$ cat src/rtl/shared_reg_arbiter.sv
// Round-robin arbiter and write sequencer for one shared register.
// Ports: clk, rst, req, wr_en, wdata in; gnt, busy, owner, q, q_valid, wr_done out.
module shared_reg_arbiter #(
  parameter int NUM_REQ  = 4,
  parameter int DATA_W   = 8,
  parameter int HOLD_MAX = 4,
  localparam int OWN_W   = (NUM_REQ > 1) ? $clog2(NUM_REQ) : 1
) (
  input  logic                      clk,
  input  logic                      rst,
  input  logic [NUM_REQ-1:0]        req,
  input  logic [NUM_REQ-1:0]        wr_en,
  input  logic [NUM_REQ*DATA_W-1:0] wdata,
  output logic [NUM_REQ-1:0]        gnt,
  output logic                      busy,
  output logic [OWN_W-1:0]          owner,
  output logic [DATA_W-1:0]         q,
  output logic                      q_valid,
  output logic                      wr_done
);

  localparam int HC_W = (HOLD_MAX > 1) ? $clog2(HOLD_MAX) : 1;
  localparam logic [HC_W-1:0] HC_LAST = HC_W'(HOLD_MAX - 1);

  typedef enum logic {
    IDLE,
    GRANT
  } state_t;

  state_t              state, state_n;
  logic [NUM_REQ-1:0]  gnt_n;
  logic [OWN_W-1:0]    owner_n;
  logic [OWN_W-1:0]    ptr, ptr_n;
  logic [HC_W-1:0]     hold_cnt, hold_n;
  logic [DATA_W-1:0]   q_n;
  logic                qv_n;
  logic                wd_n;

  logic                found;
  logic [OWN_W-1:0]    pick;
  int                  idx;

  // Rotating search starting at ptr; first requester found wins.
  always_comb begin
    found = 1'b0;
    pick  = '0;
    idx   = 0;
    for (int k = 0; k < NUM_REQ; k++) begin
      idx = int'(ptr) + k;
      if (idx >= NUM_REQ) idx = idx - NUM_REQ;
      if (!found && req[idx[OWN_W-1:0]]) begin
        found = 1'b1;
        pick  = idx[OWN_W-1:0];
      end
    end
  end

  always_comb begin
    state_n = state;
    gnt_n   = gnt;
    owner_n = owner;
    ptr_n   = ptr;
    hold_n  = hold_cnt;
    q_n     = q;
    qv_n    = q_valid;
    wd_n    = 1'b0;
    unique case (state)
      IDLE: begin
        if (found) begin
          gnt_n       = '0;
          gnt_n[pick] = 1'b1;
          owner_n     = pick;
          hold_n      = '0;
          state_n     = GRANT;
        end
      end
      GRANT: begin
        // Owner's write lands even in the release cycle.
        if (wr_en[owner]) begin
          q_n  = wdata[int'(owner)*DATA_W +: DATA_W];
          qv_n = 1'b1;
          wd_n = 1'b1;
        end
        if (!req[owner] || hold_cnt == HC_LAST) begin
          gnt_n   = '0;
          state_n = IDLE;
          ptr_n   = (owner == OWN_W'(NUM_REQ - 1)) ?
                    '0 : owner + 1'b1;
        end else begin
          hold_n = hold_cnt + 1'b1;
        end
      end
      default: state_n = IDLE;
    endcase
  end

  always_ff @(posedge clk) begin
    if (rst) begin
      state    <= IDLE;
      gnt      <= '0;
      owner    <= '0;
      ptr      <= '0;
      hold_cnt <= '0;
      q        <= '0;
      q_valid  <= 1'b0;
      wr_done  <= 1'b0;
    end else begin
      state    <= state_n;
      gnt      <= gnt_n;
      owner    <= owner_n;
      ptr      <= ptr_n;
      hold_cnt <= hold_n;
      q        <= q_n;
      q_valid  <= qv_n;
      wr_done  <= wd_n;
    end
  end

  assign busy = (state == GRANT);

endmodule
$ cat config.mk
export PLATFORM = sky130hd
export DESIGN_NAME = shared_reg_arbiter
export DESIGN_NICKNAME = d
export VERILOG_FILES = /design/src/rtl/shared_reg_arbiter.sv
export SDC_FILE = /design/constraint.sdc
export NUM_CORES = 1
export LEC_CHECK = 0
export CAP_MARGIN = 20
export CORE_AREA = 3 3 58 60
export DETAILED_ROUTE_END_ITERATION = 6
export DIE_AREA = 0 0 61 63
export PLACE_DENSITY = 0.84
export SETUP_SLACK_MARGIN = 0.5
export SYNTH_ARGS = -nofsm -noshare
export SYNTH_HDL_FRONTEND = slang
export SYNTH_SLANG_ARGS = --single-unit
$ cat constraint.sdc
create_clock -name clk -period 1.95 [get_ports clk]
set_input_delay 0.195 -clock clk [delete_from_list [all_inputs] [get_ports clk]]
set_output_delay 0.195 -clock clk [all_outputs]
set_load 0.03 [all_outputs]
Word-level counts from Yosys, hierarchy flattened

Cells that the tools add are included.

Bits in registers: 21
Input bits: 42
Output and inout port bits: 17
Logic and storage cells: 87

$add $sub $neg: 9
Order comparisons: 11
Equality and inequality tests: 5
Shifts and indexed selects: 1
Mux-type cells: 37
Bitwise logic cells: 1
Reductions and logical operators: 15

Operators with widths:

| cell                | count |
|---|---|
| $shiftx 32x6->8     | 1 |
| $mux 2              | 11 |
| $lt 2x3->1 const B  | 6 |
| $mux 1              | 14 |
| $bmux 1 s2          | 6 |
| $reduce_and 2->1    | 5 |
| $ge 3x3->1 const B  | 3 |
| $mux 4              | 2 |
| $pmux 4 s2          | 1 |
| $sub 2x1->2 const B | 4 |
| $add 2x2->3 const B | 2 |
| $add 2x1->2 const B | 2 |
| $eq 2x2->1 const B  | 2 |
| $logic_and 1x1->1   | 4 |
| $logic_not 1->1     | 4 |
| $ne 2x2->1 const B  | 2 |
| $pmux 2 s2          | 1 |
| $add 2x1->3 const B | 1 |
| $ge 2x3->1 const B  | 1 |
| $demux 1 s2         | 1 |
| $ge 2x1->1 const B  | 1 |
| $ne 2x1->1 const B  | 1 |
| $pmux 1 s2          | 1 |
| $reduce_or 2->1     | 1 |
| other kinds (2)     | 2 |

Longest topological paths before layout

Word-level depth: 20
Gate-level depth with buffers: 5
Depth with buffers taken out: 5

Worst setup path after synthesis

No wires, ideal clock.

Path type: reg-to-reg
Start: register owner[0]
End: register q[1]
Arrival: 1.631 ns
Required time: 1.822 ns
Slack: 0.192 ns
Cell stages (with the launch flop): 5
Clock period less this slack: 1.758 ns
Path through: dfxtp_1 > buf_2 > mux4_2 > mux2i_1 > nor2_1

Cells in the longest elaborated chain, start to end: 3

RTL lines:

| item                                                                    | line | source |
|---|---|---|
| start: declaration                                                      | 16   | `output logic [OWN_W-1:0] owner,` |
| start signal: assignment                                                | 110  | `owner <= owner_n;` |
| parallel branches: the longest is 3 deep, another holds $shiftx 32x6->8 | -    |  |
| end signal: assignment                                                  | 113  | `q <= q_n;` |
| end: declaration                                                        | 17   | `output logic [DATA_W-1:0] q,` |

Parallel ways; which one is timed is not known. The select of a mux whose other input is x is not followed.
A chain may end at the register's enable or synchronous reset.

Worst setup path in the final report

Start: register owner[0]
End: register q[0]

The elaborated chain is that of the path after synthesis.

==> metrics.cfg <==
[clocking]
root_buffer = clkbuf_4
clockBufferDepth = 2
cts_buffers = 3
clk_latency_ns = 0.30
clk_pin_slew_ns = 0.11
cts_tree = built
clock-sinks = 21
cts_hold_buf = 0
htreeDepth = 1

[routing]
routedWlPerCell_um = 16.6
vias_per_cell = 5.55
finalWirelength_mm = 3.35
vias = 1122
detail-route-antenna-nets = 0
first_pass_iters = 4
route.detailed.drc = 0
drt-initial-drc-count = 51

[floorplanning]
die_area_mm2 = 0.00384
start_util = 0.379
fp.dieH_um = 63
core_mm2 = 0.00298
fp.dieW_um = 61
ios = 59
fp-row-count = 20

[synthesis]
postSynthRegisterBits = 21
avgSynthCellArea_um2 = 10.7
ys_seq_area_frac = 0.373
postSynthCellCount = 105
synth_cell_types = 28
yosysWarnings = 0
synth_nets = 149
synth_area_mm2 = 0.00113

[finish]
final_common_cell = clkdlybuf4s50_1
drive_above_1_share = 0.254
layout.nets = 214
synthToLayoutAreaGrowth_pct = 69.7
layout_common_cells = clkdlybuf4s50_1 (39), dfxtp_1 (15), dlygate4sd2_1 (15)
diodes = 0

[setup_path]
reg2regPathDepth = 4
critPathMaxStageDelay_ns = 0.59
regToRegSetupSlack_ns = 0.40
cp.arrival_ns = 1.74
path_class = register to register
reg2reg_to = q[0]
crit_slowest_cell = mux4_2
critPathCaptureType = register
crit_fanout = 5
path_cells = mux4_2, nand2_4, mux2i_2, nor2_1
cp_top_family = multiplexers
start_kind = register
cp_num_buf_inv = 0
required_ns = 2.15
worstReg2RegStart = owner[0]

[grt]
grt_pass1_vias = 1164
grt_start_max_net_pins = 15
use_met1 = 0.202
grt.busiest_layer = met2
grt_first_pass_wirelength_mm = 5.29
use_met3 = 0.0517
met2_usage = 0.321
grt_overflow = 0
grtUsageTotal = 0.180
antenna_found_initial = 0

[power]
p_sw_frac = 0.310
comb_power_share = 0.359
p_leak_nw = 0.806
p_int_mw = 0.754
pwr_density_cell_mw_per_mm2 = 571
power_frac_seq = 0.454
p_sw_mw = 0.339
p_clk_frac = 0.187
vdd_drop_max_mv = 0.290

[sta]
finalSetupViolations = 0
tightestPinTransition_ns = 0.407
max_freq_mhz = 647
fin_crit_ns = 1.55
skew_ns = 0.00687
hold_viol_final = 0
fin_ws_ns = 0.403
setup_tns_ns = 0
rsz0062_at_grt = true
relSlewSlack = 0.728
drv_slew = 0
period_share = 0.793

[outcome]
status = complete, no violations

[worst_hold_path]
hold_class = input port to register
whs_path_depth = 3
hold_end = owner[1]
worst_hold_startpoint = req[3]

[place]
dp_hpwl_mm = 2.47
gp_congestion = 0.741
io_buffers = 58
preCtsSetupSlack_ns = 0.144

[job]
cap_violations = 0

==> cells in the mapped netlist <==
cell,number,area [µm²]
nor4_1,1,6.26
mux2_1,1,11.3
or2_2,2,12.5
a21oi_1,8,40.0
nor2_1,15,56.3
o21a_1,1,7.51
mux2i_1,12,120
nor3b_1,3,22.5
a32o_1,4,40.0
a21o_1,2,15.0
dfxtp_1,21,420
nand2_4,1,11.3
nor3_1,1,5.00
or3_1,2,12.5
nand3_1,1,5.00
o221ai_1,1,8.76
o21ai_0,1,5.00
inv_1,1,3.75
mux4_2,9,203
nor3b_2,1,12.5
o221ai_2,1,15.0
buf_2,3,15.0
ha_1,2,25.0
o22a_1,1,8.76
nand2_1,4,15.0
nand2b_1,1,6.26
clkbuf_1,3,11.3
o22ai_1,2,12.5
==> layer usage <==
layer	up-vias	routed length (µm)
met3	8	369
met5	-	0
met4	0	63
li1	533	-
met1	523	1340
met2	58	1590
==> worst register-to-register path, stage by stage (launching register included) <==
cell and delay [ns]:
dfxtp_4 0.43, mux4_2 0.59, nand2_4 0.14, mux2i_2 0.22, nor2_1 0.06
==> layout make-up <==
class | count | area [µm²]
clock buffers | 4 | 26.3
fillers | 245 | 1060
inverters | 1 | 3.75
multi-input cells | 78 | 783
flip-flops and latches | 21 | 433
well taps | 33 | 41.3
repair buffers | 65 | 626
==> stage by stage <==
| stage | area [µm²] | util | power (mW) | std cells | hold WS [ns] |
|---|---|---|---|---|---|
| floorplan | 1150 | - | 0.701 | 105 | 0.444 |
| global placement | 1750 | 0.587 | 0.855 | 191 | 0.450 |
| detailed placement | 1750 | 0.587 | 0.864 | 191 | 0.464 |
| CTS | 1870 | 0.628 | 1.09 | 202 | 0.485 |
| global route | 1910 | 0.642 | 1.16 | 202 | 0.430 |
| finish | 1910 | 0.642 | 1.09 | 202 | 0.426 |
==> cell families (layout without fill, tap and decap cells) <==
group / Yosys count / after routing / share of synthesized area
AND/OR/NAND/NOR: 32 / 33 / 0.146
buffers and inverters: 7 / 70 / 0.0266
adder cells (fa/ha/maj): 2 / 2 / 0.0222
multiplexers: 22 / 22 / 0.296
AO/OA/AOI/OAI: 21 / 21 / 0.135
flip-flops: 21 / 21 / 0.373
==> flip-flops by register name (all words and copies together) (netlist names) <==
signal    flops
q_valid       1
wr_done       1
busy          1
owner         2
q             8
ptr           2
gnt           4
hold_cnt      2
==> power by group through the flow <==
| stage | Clock [mW] | Combinational (mW) | Sequential (mW) |
|---|---|---|---|
| floorplan | 0 | 0.163 | 0.537 |
| global placement | 0 | 0.347 | 0.508 |
| detailed placement | 0 | 0.354 | 0.510 |
| CTS | 0.210 | 0.382 | 0.495 |
| global route | 0.233 | 0.422 | 0.502 |
| finish | 0.204 | 0.392 | 0.497 |
==> worst max path at each step <==
| stage | from | to | cells past startpoint |
|---|---|---|---|
| final | owner[0] | q[0] | 4 |
| after global routing | owner[0] | ptr[0] | 4 |
| after CTS | owner[0] | q[0] | 4 |
| after detailed placement | req[3] | gnt[0] | 5 |
| after global placement | req[3] | gnt[0] | 5 |
| after floorplan | owner[0] | q[1] | 4 |
==> repair_timing <==
action                                  CTS  global route
pin swaps                                 2             1
cloned                                    1             0
endpoints found under the setup margin   34            19
setup buffers                             6             0
gates resized for setup                  35             9
No activity file was read; power rests on OpenSTA's default activity.
